===== config.mk =====
export PLATFORM = sky130hd
export DESIGN_NAME = disp_feed_sched
export DESIGN_NICKNAME = d
export VERILOG_FILES = /design/src/rtl/disp_feed_sched.sv
export SDC_FILE = /design/constraint.sdc
export NUM_CORES = 1
export LEC_CHECK = 0
export CAP_MARGIN = 5
export CORE_ASPECT_RATIO = 1.2
export CORE_MARGIN = 2
export CORE_UTILIZATION = 35
export CTS_CLUSTER_SIZE = 16
export DETAILED_ROUTE_END_ITERATION = 10
export GPL_TIMING_DRIVEN = 0
export SYNTH_ARGS = -nofsm -noshare
export SYNTH_HDL_FRONTEND = slang
export SYNTH_SLANG_ARGS = --single-unit

===== constraint.sdc =====
create_clock -name clk -period 4.25 [get_ports clk]
set_clock_uncertainty 0.1 [all_clocks]
set_input_delay 0.85 -clock clk [delete_from_list [all_inputs] [get_ports clk]]
set_output_delay 0.85 -clock clk [all_outputs]
set_load 0.02 [all_outputs]

===== src/rtl/disp_feed_sched.sv =====
// Display feed sequencer: double-dabble BCD conversion, blanking/error marking (DISP_ERR_BLINK_EN adds error blink).
// Latency: outputs and upd_done appear WIDTH+1 edges after the accepting edge.
// Backpressure: in_ready only in IDLE; no queuing, in_valid ignored while busy.
module disp_feed_sched #(
  parameter int WIDTH     = 14,
  parameter int MAXVAL    = 9999,
  parameter int BLINK_DIV = 50
) (
  input  logic             clk,
  input  logic             reset,
  input  logic             in_valid,
  output logic             in_ready,
  input  logic [WIDTH-1:0] in_value,
  input  logic [3:0]       in_dp,
  input  logic             in_err,
  input  logic             tick100,
  output logic [3:0]       dig0,
  output logic [3:0]       dig1,
  output logic [3:0]       dig2,
  output logic [3:0]       dig3,
  output logic [3:0]       dec_point,
  output logic [3:0]       blank,
  output logic [3:0]       error,
  output logic             upd_done
);
  localparam int CW = $clog2(WIDTH);
  localparam logic [CW-1:0]    LAST  = CW'(WIDTH - 1);
  localparam logic [WIDTH-1:0] MAX_W = WIDTH'(MAXVAL);

  typedef enum logic [1:0] {IDLE, CONV, COMMIT} state_t;

  state_t           state;
  logic [CW-1:0]    cnt;
  logic [WIDTH-1:0] bin_sr;
  logic [15:0]      bcd;
  logic [15:0]      bcd_adj;
  logic [3:0]       dp_l;
  logic             err_l;
  logic [3:0]       blank_r;
  logic [3:0]       blank_nxt;
  logic             lead;

  assign in_ready = (state == IDLE) && !reset;

  always_comb begin
    bcd_adj = bcd;
    for (int i = 0; i < 4; i++) begin
      if (bcd[4*i +: 4] >= 4'd5) bcd_adj[4*i +: 4] = bcd[4*i +: 4] + 4'd3;
    end
  end

  // A digit blanks only while every digit to its left is zero and no decimal point sits at or left of it.
  always_comb begin
    blank_nxt = 4'b0000;
    lead      = 1'b1;
    for (int i = 3; i >= 1; i--) begin
      lead         = lead && (bcd[4*i +: 4] == 4'd0) && !dp_l[i];
      blank_nxt[i] = lead;
    end
  end

  always_ff @(posedge clk) begin
    if (reset) begin
      state     <= IDLE;
      cnt       <= '0;
      bin_sr    <= '0;
      bcd       <= '0;
      dp_l      <= 4'b0000;
      err_l     <= 1'b0;
      dig0      <= 4'd0;
      dig1      <= 4'd0;
      dig2      <= 4'd0;
      dig3      <= 4'd0;
      dec_point <= 4'b0000;
      blank_r   <= 4'b1110;
      error     <= 4'b0000;
      upd_done  <= 1'b0;
    end else begin
      upd_done <= 1'b0;
      case (state)
        IDLE: begin
          if (in_valid) begin
            bin_sr <= in_value;
            bcd    <= '0;
            cnt    <= '0;
            dp_l   <= in_dp;
            err_l  <= in_err || (in_value > MAX_W);
            state  <= CONV;
          end
        end
        CONV: begin
          {bcd, bin_sr} <= {bcd_adj[14:0], bin_sr, 1'b0};
          cnt           <= cnt + 1'b1;
          if (cnt == LAST) state <= COMMIT;
        end
        COMMIT: begin
          upd_done <= 1'b1;
          state    <= IDLE;
          if (err_l) begin
            {dig3, dig2, dig1, dig0} <= 16'h0000;
            dec_point <= 4'b0000;
            blank_r   <= 4'b0000;
            error     <= 4'b1111;
          end else begin
            {dig3, dig2, dig1, dig0} <= bcd;
            dec_point <= dp_l;
            blank_r   <= blank_nxt;
            error     <= 4'b0000;
          end
        end
        default: state <= IDLE;
      endcase
    end
  end

`ifdef DISP_ERR_BLINK_EN
  localparam int BW = $clog2(BLINK_DIV + 1);
  logic [BW-1:0] blink_cnt;
  logic          blink_ph;

  always_ff @(posedge clk) begin
    if (reset || state == COMMIT) begin
      blink_cnt <= '0;
      blink_ph  <= 1'b0;
    end else if (error == 4'b1111 && tick100) begin
      if (blink_cnt == BW'(BLINK_DIV - 1)) begin
        blink_cnt <= '0;
        blink_ph  <= !blink_ph;
      end else begin
        blink_cnt <= blink_cnt + 1'b1;
      end
    end
  end

  assign blank = blank_r | {4{blink_ph}};
`else
  logic unused_tick;
  assign unused_tick = tick100 ^ (BLINK_DIV > 0);
  assign blank       = blank_r;
`endif
endmodule


==> qor.csv <==
metric,value,unit
gr-total-overflow,0,
setup_viol,0,
drive_gt1_share,9.20,%
syn-num-nets,384,
async_flop_share,0,%
wl_met3,389,um
crit_fanout,5,
outcome,finished clean,
clock.fmax,0.310,GHz
finalSetupTns,0,ps
nets,444,
yosysSeqAreaShare,44.3,%
viasPerCell,4.92,
synthCells,348,
post_cts_buffers,0,
timing.rr.start,state[0]$_SDFFE_PP0P_,
synth_top_area_cell,dfxtp_1,
holdPathStages,2,
synth_common_cells,"dfxtp_1, nor2_1, a21oi_1",
slew_viol_final,0,
routed_wl,7.09,mm
timing.rr.end,bcd[8]$_SDFFE_PP0P_,
ff2ff_path_depth,7,
synth_flop_cell,dfxtp_1,
grt_max_degree,12,
syn_avg_cell_area,8.57,um2
dp_hpwl,5.10,mm
die_y,105,um
final_util,46.2,%
core,8200,um2
rsz0062_at_grt,false,
numClockSinks,66,
hp-class,flop to flop,
ctsHtreeMaxLevel,3,
dr.pass1.iters,4,
cts_buffer_depth,2,
vias,2591,
num_rows,36,
fp.dieW,88.3,um
p_total,1260,uW
maxCapViolations,0,
place.gp.congestion,0.824,
postRouteAntennaNets,0,
ir_worst_vdd,0.000144,V
drc,0,
maxSlewHeadroom,63.8,%
root_buffer,clkbuf_8,
synthDistinctLibCells,44,
grt_pass1_wl,12.0,mm
syn_area,2980,um2
hold_end,bin_sr[10]$_SDFFE_PP0P_,
crit_path_start_kind,primary input,
first_global_vias,2476,
end_kind,output pin,
path_clk_slew,70,ps
critical_path_class,primary input to output pin,
power.density,332,nW/um2
grt.total_usage,16.6,%
period_minus_slack,3220,ps
num_antenna_cells,0,
port_buffers,49,
synth_edf_count,0,
clock_latency,350,ps
period_share,75.9,%
syn2layout_area_growth,27.0,%
tightest_slew,544,ps
wl_met2,3.20,mm
yosys-top-cells-area,"dfxtp_1, nor2_1, a21oi_1",
initial_core_util,36.4,%
dr.max_layer_used,met4,
p_leak,0.00146,uW
hold_buffers,0,
cts_tree,done,
synth_top_area_share,44.3,%
cts_inserted_buffers,9,
hold_start,bin_sr[9]$_SDFFE_PP0P_,
finalHoldViolations,0,
ys_ff_latch,66,
synth_warnings,0,
cts_resized,0,
yosysMostFrequentCell,dfxtp_1,
ios,53,
wl_per_cell,13.5,um
drtIter0Drc,103,
wl_met1,3.41,mm
antenna_found_initial,0,
critPathArrivalTime,2270,ps
fp.dieArea,9280,um2
critPathRequiredTime,3300,ps
reg2reg_slack,2540,ps
-- per-stage QoR --
step / worst slack [ps] / std cells / hold WS (ps) / instance area (um2)
3_3_place_gp: 1000 / 511 / 326 / 3620
6_report: 1030 / 527 / 347 / 3790
3_5_place_dp: 1030 / 511 / 335 / 3620
2_1_floorplan: 1960 / 348 / 316 / 2980
5_1_grt: 964 / 527 / 369 / 3790
4_1_cts: 1010 / 527 / 348 / 3790
-- worst max-delay path, cell delays in order --
cell and delay, ps:
clkdlybuf4s50_1 550, nor3_1 230, clkdlybuf4s50_1 640
-- flip-flops by register name (all words and copies together) (netlist names), 3 cells and up --
name       count
blank          3
dp_l           4
cnt            4
dec_point      4
bcd           16
dig1           4
bin_sr        14
dig2           4
dig3           4
dig0           4
-- cells by family after synthesis --
kind of cell,count (synthesis),synth area share (%)
adders and majority gates,13,5.45
AOI/OAI and AO/OA,73,14.5
xor gates and xnor gates,5,1.47
DFF,66,44.3
and+or+nand+nor,144,24.6
other,1,0.126
muxes,10,3.40
buffers and inverters,36,6.17
-- area by class of cell --
type / count / area (um2)
Buffer: 27 / 150
Inverter: 9 / 33.8
Multi-Input combinational cell: 246 / 1480
Clock inverter: 5 / 30.0
Tap cell: 114 / 143
Timing Repair Buffer: 49 / 490
Sequential cell: 66 / 1320
Clock buffer: 11 / 141
Fill cell: 829 / 4410
-- power by group --
group          switching [uW]  internal [uW]  leakage, uW
logic                    78.2           59.4     0.000839
registers                13.2            639     0.000536
clock network             245            224    0.0000851
total                     336            923      0.00146
-- placed cells by master, fill, tap and decap left out, types with 2 or more instances in the layout --
cell type and instances:
a21oi_1 38, a22o_1 6, a22oi_1 5, buf_2 8
buf_4 6, buf_6 2, clkbuf_1 10, clkbuf_8 10
clkdlybuf4s50_1 49, clkinv_2 3, clkinvlp_4 2, dfxtp_1 66
ha_1 13, inv_1 9, mux2i_1 9, nand2_1 20
nand2b_1 7, nand3_1 7, nand4_1 2, nor2_1 56
nor2b_1 7, nor3_1 19, nor3b_1 12, nor4_1 4
o21ai_0 13, o31ai_1 4, or4b_1 2, xnor2_1 4
-- how the worst max path moves through the flow --
stage,startpoint,endpoint,slack [ps],depth (start not counted)
2_1_floorplan,reset,in_ready,1960,1
3_3_place_gp,reset,in_ready,1000,3
3_5_place_dp,reset,in_ready,1030,3
4_1_cts,reset,in_ready,1010,3
5_1_grt,reset,in_ready,960,3
6_report,reset,in_ready,1030,3
-- routing by layer --
| metal | GRT usage (%) | vias to the layer above |
|---|---|---|
| met5 | 0 | - |
| met4 | 6.60 | 0 |
| met3 | 4.27 | 8 |
| met2 | 25.4 | 82 |
| met1 | 21.9 | 1192 |
| li1 | - | 1309 |
Note: power is estimated with default switching activity, not from simulation.
